===== src/rtl/muldiv_unit.sv =====
// Iterative RV32M multiply/divide unit: radix-2 shift-add multiply, restoring divide.
// Define MULDIV_FAST_MUL_EN for single-cycle combinational multiplies.
module muldiv_unit #(
    parameter int XLEN = 32
) (
    input  logic            clk,
    input  logic            rst_n,
    input  logic            start,
    input  logic [2:0]      funct3,
    input  logic [XLEN-1:0] Rs1_data,
    input  logic [XLEN-1:0] Rs2_data,
    input  logic [4:0]      Rd_in,
    output logic            busy,
    output logic            done,
    output logic [XLEN-1:0] result,
    output logic [4:0]      Rd_out,
    output logic            W_en
);

    localparam int CW = $clog2(XLEN);

    typedef enum logic [1:0] {
        S_IDLE,
        S_CALC,
        S_DONE
    } state_t;

    state_t r_state;
    state_t w_next_state;

    logic [CW-1:0]     r_cnt;
    logic [2:0]        r_op;
    logic [4:0]        r_rd;
    logic              r_neg_p;
    logic              r_neg_r;
    logic [2*XLEN-1:0] r_acc;
    logic [2*XLEN-1:0] r_mcand;
    logic [XLEN-1:0]   r_mplier;
    logic [XLEN-1:0]   r_rem;
    logic [XLEN-1:0]   r_quo;
    logic [XLEN-1:0]   r_div;
    logic [XLEN-1:0]   r_result;
    logic [4:0]        r_rd_out;

    logic              w_a_signed;
    logic              w_b_signed;
    logic              w_sa;
    logic              w_sb;
    logic [XLEN-1:0]   w_ma;
    logic [XLEN-1:0]   w_mb;
    logic              w_div_zero;
    logic              w_div_ovf;
    logic              w_fast_mul;
    logic              w_fast;
    logic [XLEN-1:0]   w_fast_res;

    logic [2*XLEN-1:0] w_acc_n;
    logic [XLEN:0]     w_sh;
    logic [XLEN:0]     w_sub;
    logic [XLEN-1:0]   w_rem_n;
    logic [XLEN-1:0]   w_quo_n;
    logic [2*XLEN-1:0] w_prod;
    logic [XLEN-1:0]   w_calc_res;

    assign w_a_signed = (funct3 == 3'b001) || (funct3 == 3'b010) ||
                        (funct3 == 3'b100) || (funct3 == 3'b110);
    assign w_b_signed = (funct3 == 3'b001) || (funct3 == 3'b100) ||
                        (funct3 == 3'b110);
    assign w_sa = w_a_signed & Rs1_data[XLEN-1];
    assign w_sb = w_b_signed & Rs2_data[XLEN-1];
    assign w_ma = w_sa ? -Rs1_data : Rs1_data;
    assign w_mb = w_sb ? -Rs2_data : Rs2_data;

    assign w_div_zero = funct3[2] & (Rs2_data == '0);
    assign w_div_ovf  = funct3[2] & ~funct3[0] &
                        (Rs1_data == {1'b1, {(XLEN-1){1'b0}}}) &
                        (&Rs2_data);

`ifdef MULDIV_FAST_MUL_EN
    logic [2*XLEN-1:0] w_mprod;
    logic [2*XLEN-1:0] w_fprod;

    assign w_mprod    = {{XLEN{1'b0}}, w_ma} * {{XLEN{1'b0}}, w_mb};
    assign w_fprod    = (w_sa ^ w_sb) ? -w_mprod : w_mprod;
    assign w_fast_mul = ~funct3[2];
`else
    assign w_fast_mul = 1'b0;
`endif

    assign w_fast = w_div_zero | w_div_ovf | w_fast_mul;

    always_comb begin
        w_fast_res = '0;
        if (w_div_zero) begin
            w_fast_res = funct3[1] ? Rs1_data : '1;
        end else if (w_div_ovf) begin
            w_fast_res = funct3[1] ? '0 : Rs1_data;
        end
`ifdef MULDIV_FAST_MUL_EN
        if (w_fast_mul) begin
            w_fast_res = (funct3[1:0] == 2'b00) ? w_fprod[XLEN-1:0]
                                                : w_fprod[2*XLEN-1:XLEN];
        end
`endif
    end

    // One iteration of both datapaths; the latched op picks which result matters.
    assign w_acc_n = r_mplier[0] ? r_acc + r_mcand : r_acc;
    assign w_sh    = {r_rem, r_quo[XLEN-1]};
    assign w_sub   = w_sh - {1'b0, r_div};
    assign w_rem_n = w_sub[XLEN] ? w_sh[XLEN-1:0] : w_sub[XLEN-1:0];
    assign w_quo_n = {r_quo[XLEN-2:0], ~w_sub[XLEN]};
    assign w_prod  = r_neg_p ? -w_acc_n : w_acc_n;

    always_comb begin
        w_calc_res = '0;
        if (!r_op[2]) begin
            w_calc_res = (r_op[1:0] == 2'b00) ? w_prod[XLEN-1:0]
                                              : w_prod[2*XLEN-1:XLEN];
        end else if (r_op[1]) begin
            w_calc_res = r_neg_r ? -w_rem_n : w_rem_n;
        end else begin
            w_calc_res = r_neg_p ? -w_quo_n : w_quo_n;
        end
    end

    always_ff @(posedge clk) begin
        if (!rst_n) begin
            r_state <= S_IDLE;
        end else begin
            r_state <= w_next_state;
        end
    end

    always_comb begin
        w_next_state = r_state;
        case (r_state)
            S_IDLE: begin
                if (start) begin
                    w_next_state = w_fast ? S_DONE : S_CALC;
                end
            end
            S_CALC: begin
                if (r_cnt == '0) begin
                    w_next_state = S_DONE;
                end
            end
            S_DONE:  w_next_state = S_IDLE;
            default: w_next_state = S_IDLE;
        endcase
    end

    always_ff @(posedge clk) begin
        if (!rst_n) begin
            r_cnt    <= '0;
            r_op     <= '0;
            r_rd     <= '0;
            r_neg_p  <= 1'b0;
            r_neg_r  <= 1'b0;
            r_acc    <= '0;
            r_mcand  <= '0;
            r_mplier <= '0;
            r_rem    <= '0;
            r_quo    <= '0;
            r_div    <= '0;
            r_result <= '0;
            r_rd_out <= '0;
        end else begin
            case (r_state)
                S_IDLE: begin
                    if (start) begin
                        r_op     <= funct3;
                        r_rd     <= Rd_in;
                        r_neg_p  <= w_sa ^ w_sb;
                        r_neg_r  <= w_sa;
                        r_acc    <= '0;
                        r_mcand  <= {{XLEN{1'b0}}, w_ma};
                        r_mplier <= w_mb;
                        r_rem    <= '0;
                        r_quo    <= w_ma;
                        r_div    <= w_mb;
                        r_cnt    <= CW'(XLEN - 1);
                        if (w_fast) begin
                            r_result <= w_fast_res;
                            r_rd_out <= Rd_in;
                        end
                    end
                end
                S_CALC: begin
                    r_acc    <= w_acc_n;
                    r_mcand  <= {r_mcand[2*XLEN-2:0], 1'b0};
                    r_mplier <= {1'b0, r_mplier[XLEN-1:1]};
                    r_rem    <= w_rem_n;
                    r_quo    <= w_quo_n;
                    if (r_cnt == '0) begin
                        r_result <= w_calc_res;
                        r_rd_out <= r_rd;
                    end else begin
                        r_cnt <= r_cnt - 1'b1;
                    end
                end
                default: begin
                end
            endcase
        end
    end

    assign busy   = (r_state != S_IDLE);
    assign done   = (r_state == S_DONE);
    assign result = r_result;
    assign Rd_out = r_rd_out;
    assign W_en   = done & (r_rd_out != 5'd0);

endmodule


===== config.mk =====
export PLATFORM = sky130hd
export DESIGN_NAME = muldiv_unit
export DESIGN_NICKNAME = d
export VERILOG_FILES = /design/src/rtl/muldiv_unit.sv
export SDC_FILE = /design/constraint.sdc
export NUM_CORES = 1
export LEC_CHECK = 0
export BUFFER_PORTS_ARGS = -buffer_cell sky130_fd_sc_hd__buf_2
export CORE_ASPECT_RATIO = 0.7
export CORE_MARGIN = 4
export CORE_UTILIZATION = 45
export DETAILED_ROUTE_END_ITERATION = 12
export PLACE_DENSITY = 0.71
export SLEW_MARGIN = 20
export SYNTH_ARGS = -nofsm -noshare
export SYNTH_HDL_FRONTEND = slang
export SYNTH_SLANG_ARGS = --single-unit

===== constraint.sdc =====
create_clock -name clk -period 13.01 [get_ports clk]
set_input_delay 0.6505 -clock clk [delete_from_list [all_inputs] [get_ports clk]]
set_output_delay 0.6505 -clock clk [all_outputs]
set_load 0.005 [all_outputs]

## Word level (Yosys, flattened, before mapping)

Index checks and enable logic that the tools add are counted.

- Register bits: 310
- Bits in latches: 0
- Memory bits (writable): 0
- ROM bits: 0
- Input bits: 75
- Output and inout port bits: 40
- Memories kept: 0

- Add/sub/neg operators: 8
- Multipliers: 0
- Divide/modulo/power cells: 0
- Order comparisons: 0
- Equal/unequal tests: 11
- Shifts and indexed selects: 0
- Multiplexer cells: 39
- Bitwise operators: 11
- Reductions and logical operators: 18

Operators with widths:

| cell | number |
|---|---|
| 32-bit two-way mux | 18 |
| 64-bit two-way mux | 4 |
| 32-bit case mux with 2 select lines | 4 |
| 64-bit case mux with 2 select lines | 2 |
| 32-bit negator | 4 |
| 64-bit adder | 1 |
| 64-bit negator | 1 |
| 33-bit by 32-bit subtractor with 33-bit output | 1 |
| 32-bit equality test (second input constant) | 1 |
| 32-bit zero test | 1 |
| 32-bit AND reduction | 1 |
| 5-bit two-way mux | 5 |
| 5-bit case mux with 2 select lines | 2 |
| 2-bit != test (second input constant) | 4 |
| 1-bit bitwise AND | 7 |
| 3-bit equality test (second input constant) | 2 |
| 2-bit two-way mux | 3 |
| 2-bit AND reduction | 3 |
| 5-bit zero test | 1 |
| 1-bit logical OR | 5 |
| 5-bit nonzero test | 1 |
| 5-bit by 1-bit subtractor with 5-bit output (second input constant) | 1 |
| 2-bit zero test | 2 |
| 2-bit case mux with 2 select lines | 1 |
| other kinds (10) | 12 |

## Depth between registers and ports, before layout

- Depth in word-level cells: 9
- Depth in mapped cells: 29
- Mapped depth without buffers: 24

## Worst setup path before layout

Ideal clock, no wire load.

- Path type: reg-to-reg
- Start point: register r_quo[31]
- End point: register r_result[28], in the netlist result[28]
- Arrival: 5.564 ns
- Required time: 12.893 ns
- Setup slack: 7.328 ns
- Cell stages (with the launch flop): 28
- Buffers on the path: 4
- Path through: dfxtp_1 -> inv_1 -> ha_1 -> inv_1 -> fa_1 -> nand3_1 -> a211oi_1 -> o211ai_1 -> a2111oi_0 -> o21ai_1 -> and2_1 -> buf_2 -> inv_1 -> clkbuf_1 -> clkbuf_1 -> buf_1 -> o21ai_0 -> inv_1 -> ha_1 -> nor4b_1 -> o2111a_1 -> a41oi_1 -> nor4_1 -> nand2b_1 -> o31ai_1 -> xnor2_1 -> a21oi_1 -> a32o_1

- Cells in the longest elaborated chain, start to end: 8
- Elaborated cells on any way between the ends: 11

Ends and longest elaborated chain:

| element | RTL line | RTL |
|---|---|---|
| start: declaration | 40 | `logic [XLEN-1:0] r_quo;` |
| start signal: assignment | 180 | `r_quo <= w_ma;` |
| start signal: assignment | 194 | `r_quo <= w_quo_n;` |
| 33-bit by 32-bit subtractor with 33-bit output | 110 | `assign w_sub = w_sh - {1'b0, r_div};` |
| 32-bit two-way mux or 1-bit NOT (tied branches) | 111, 112 |  |
| 32-bit negator, on equally long branches | 121, 123 |  |
| 32-bit two-way mux, on equally long branches | 121, 123 |  |
| 32-bit two-way mux (*) | 120 | `end else if (r_op[1]) begin` |
| 32-bit two-way mux (*) | 117 | `if (!r_op[2]) begin` |
| 32-bit two-way mux (*) | 195 | `if (r_cnt == '0) begin` |
| 32-bit case mux with 2 select lines (*) | 169 | `case (r_state)` |
| end signal: assignment | 184 | `r_result <= w_fast_res;` |
| end signal: assignment | 196 | `r_result <= w_calc_res;` |
| end: declaration | 42 | `logic [XLEN-1:0] r_result;` |

Every way passes the cells marked *; elsewhere a longest branch is shown, timed or not. The select of a mux whose other input is x is not followed.
A chain may end at the register's enable or synchronous reset.

## Worst setup path after layout

Same ends and word-level chain as after synthesis.

==> metrics.md <==
| Metric | Value |
|---|---|
| Outcome | finished, final reports clean |
| Final worst slack | 6.51 ns |
| Initial antenna violation count | 1 |
| Worst path arrival time | 6.96 ns |
| Register area | 0.00621 sq mm |
| Worst setup SP type | flop |
| Sw frac | 51.1% |
| CP bufs+invs | 4 |
| Pre-Repair DR Iteration Count | 7 |
| Final Max Tran Viols | 0 |
| CTS buffer count | 36 |
| Yosys warns | 0 |
| Clock sink count | 310 |
| Clk buf depth | 3 |
| Io pins | 115 |
| Least-Margin Pin Slew | 1.24 ns |
| Leak | 10.1 nW |
| Cell area after synthesis | 0.0255 sq mm |
| Crit Path Max Fanout | 18 |
| Asr flop ratio synth | 0% |
| Remaining antenna violation count | 0 |
| Setup CP Type | reg -> reg |
| Syn_nets | 3,800 |
| CP top delay family | compound AO/OA/AOI/OAI gates |
| Endpoints failing hold | 0 |
| Drt total wl | 101,000 microns |
| Comb pwr share | 64.1% |
| Final HPWL DP | 76,100 microns |
| Yosys reg bits | 310 |
| Hold WC Path Type | in -> reg |
| Synth top area share | 24.4% |
| Postcts setup bufs | 0 |
| Port Buf Inserts | 114 |
| Largest net degree at the start of global routing | 184 |
| WL/cell | 23.4 microns |
| Die width | 292 microns |
| Max incr delay on CP | 0.77 ns |
| Die height | 207 microns |
| Power Internal | 0.00306 W |
| CTS resizes | 0 |
| Layout fillers | 5,539 |
| Synth Instances | 3,620 |
| Share of layout cells above drive strength 1 | 7.86% |
| Unrepaired setup endpoints after global routing | false |
| Flop pwr share | 18.7% |
| Sw power | 0.00319 W |
| Global-route wire length before repair | 154,000 microns |
| Dominant synthesized flop cell | dfxtp_1 |
| CTS root buf | clkbuf_16 |
| Final setup fails | 0 |
| Synth top area cells | dfxtp_1 (24%), nand2_1 (7.1%), a21oi_1 (6.9%) |
| Final period util | 49.9% |
| Crit path cell chain | inv_1, ha_1, inv_1, fa_1, nand3_1, a211oi_1, o211ai_1, a2111oi_0, or3_1, and2_2, inv_1, nand2_1, o21ai_0, inv_1, ha_1, nor4b_1, o2111a_1, a41oi_1, nor4_1, nand2b_1, o31ai_1, xnor2_1, a21oi_1, a32o_1 |
| Multi-input logic area | 0.0181 sq mm |
| Placer Congestion | 1.03 |
| Post-synthesis sequential area ratio | 24.4% |
| Iteration-0 DRC Markers | 4,558 |
| Maximum clock rate | 154 MHz |
| Row cnt | 72 |
| Avg Cell Area, Syn | 7.04 sq um |
| CTS H-tree lvls | 2 |
| Core Box Area | 0.0556 sq mm |
| Synth top cells by count | nand2_1 (482), nor2_1 (373), a21oi_1 (349) |
| Vias in the first global route | 24,700 |
| Hold Buf Count CTS | 0 |
| Yosys top cell by area | dfxtp_1 |
| Skew final | 0.0240 ns |
| Post-synth EDFFs | 0 |
| Synth unique cells | 90 |
| Reg2reg setup slack | 6.51 ns |
| Gr usage total | 31.8% |
| Period minus WS final | 6.50 ns |
| Vias per Instance | 6.62 |
| Pre-CTS setup slack | 6.77 ns |
| Clock power share | 17.2% |
| Total gr overflow | 0 |
| CTS tree | yes |
| Pwr dens | 227 mW/mm^2 |
| Worst-skew pair later-pin latency | 0.58 ns |
| Final nets | 3,743 |
| Critical Path RT | 13.48 ns |
| Die Area | 0.0605 sq mm |
| Starting density of the core | 45.8% |
| Max-cap violations | 0 |
| Routed via count | 28,600 |
| CTS clk-pin slew, worst paths | 0.06 ns |
| DRC | 0 |
| Maximum VDD drop | 0.282 mV |
| Setup TNS | 0 ns |
| Most common cell in the synthesized netlist | nand2_1 |
| # diodes | 0 |
| CP most frequent cell | inv_1 |
| Area Overhead vs Synth | 8.37% |
| Critical Path Slowest Stage Cell | nor4_1 |
| Relative slew slack | 16.9% |
| Crit end category | flop |
flip-flops by register name, summed over array words and instances (netlist names):
register  cells
r_neg_p       1
r_neg_r       1
Rd_out        5
r_op          3
result       32
r_mplier     32
r_div        32
r_rem        32
r_quo        32
r_rd          5
r_acc        64
r_cnt         5
r_mcand      64
r_state       2
kinds of logic after synthesis:
logic type	after synthesis	synth area share (%)
xor gates and xnor gates	186	6.40
DFF	310	24.4
buffers and inverters	325	4.86
and+or+nand+nor	1427	26.1
adders and majority gates	105	5.22
muxes	61	2.49
AOI/OAI and AO/OA	1206	30.6
per-stage QoR:
step,hold WS (ns),total power [W],cells,cell area [sq um],utilization (%)
after CTS,0.316,0.00613,4327,27600,49.7
after floorplan,0.432,0.00410,3620,25500,-
after detailed placement,0.447,0.00503,4265,26400,47.5
after global routing,0.328,0.00665,4327,27600,49.7
final,0.335,0.00625,4327,27600,49.7
after global placement,0.443,0.00500,4265,26400,47.5
area by class of cell:
| type | count | share of cell area [%] |
|---|---|---|
| Tap cell | 740 | 3.35 |
| Timing Repair Buffer | 153 | 3.17 |
| Inverter | 77 | 1.07 |
| Sequential cell | 310 | 22.5 |
| Multi-Input combinational cell | 2985 | 65.5 |
| Clock inverter | 15 | 0.621 |
| Clock buffer | 47 | 3.74 |
power by group through the flow:
stage	logic, W	clock network, W	registers [W]
2_1_floorplan	0.00297	0	0.00113
3_3_place_gp	0.00382	0	0.00118
3_5_place_dp	0.00385	0	0.00118
4_1_cts	0.00389	0.00108	0.00116
5_1_grt	0.00435	0.00112	0.00118
6_report	0.00401	0.00108	0.00117
layout by cell type (no fill, tap or decap), drive strengths merged, types with 79 or more instances in the layout:
master / instances
a31oi: 136
nor3: 79
xnor2: 100
nand3: 172
nor2: 373
ha: 103
a21oi: 350
o21ai: 236
nand2: 482
xor2: 86
buf: 153
dfxtp: 310
worst reg2reg max path: stages (launching register included):
cell and delay, ns:
dfxtp_1 0.39, inv_1 0.06, ha_1 0.21, inv_1 0.07
fa_1 0.21, nand3_1 0.17, a211oi_1 0.57, o211ai_1 0.26
a2111oi_0 0.55, or3_1 0.35, and2_2 0.45, inv_1 0.13
nand2_1 0.08, o21ai_0 0.13, inv_1 0.09, ha_1 0.25
nor4b_1 0.33, o2111a_1 0.24, a41oi_1 0.12, nor4_1 0.77
nand2b_1 0.21, o31ai_1 0.29, xnor2_1 0.15, a21oi_1 0.08
a32o_1 0.25
layer usage:
layer	routed length (microns)	up-vias	GRT usage (%)
met2	36200	1835	38.5
li1	-	13300	-
met3	17900	137	15.2
met1	45300	13400	49.3
met4	1880	4	6.02
met5	169	-	1.49
worst paths after layout:
check / startpoint / endpoint / cells past startpoint
setup / recovery: r_quo[31]$_SDFFE_PN0P_ / result[28]$_SDFFE_PN0P_ / 24
hold / removal: Rd_in[4] / r_rd[4]$_SDFFE_PN0P_ / 3
setup reg to reg: r_quo[31]$_SDFFE_PN0P_ / result[28]$_SDFFE_PN0P_ / 24
hold reg to reg: r_div[31]$_SDFFE_PN0P_ / r_div[31]$_SDFFE_PN0P_ / 2
(Power assumes the default switching activity.)
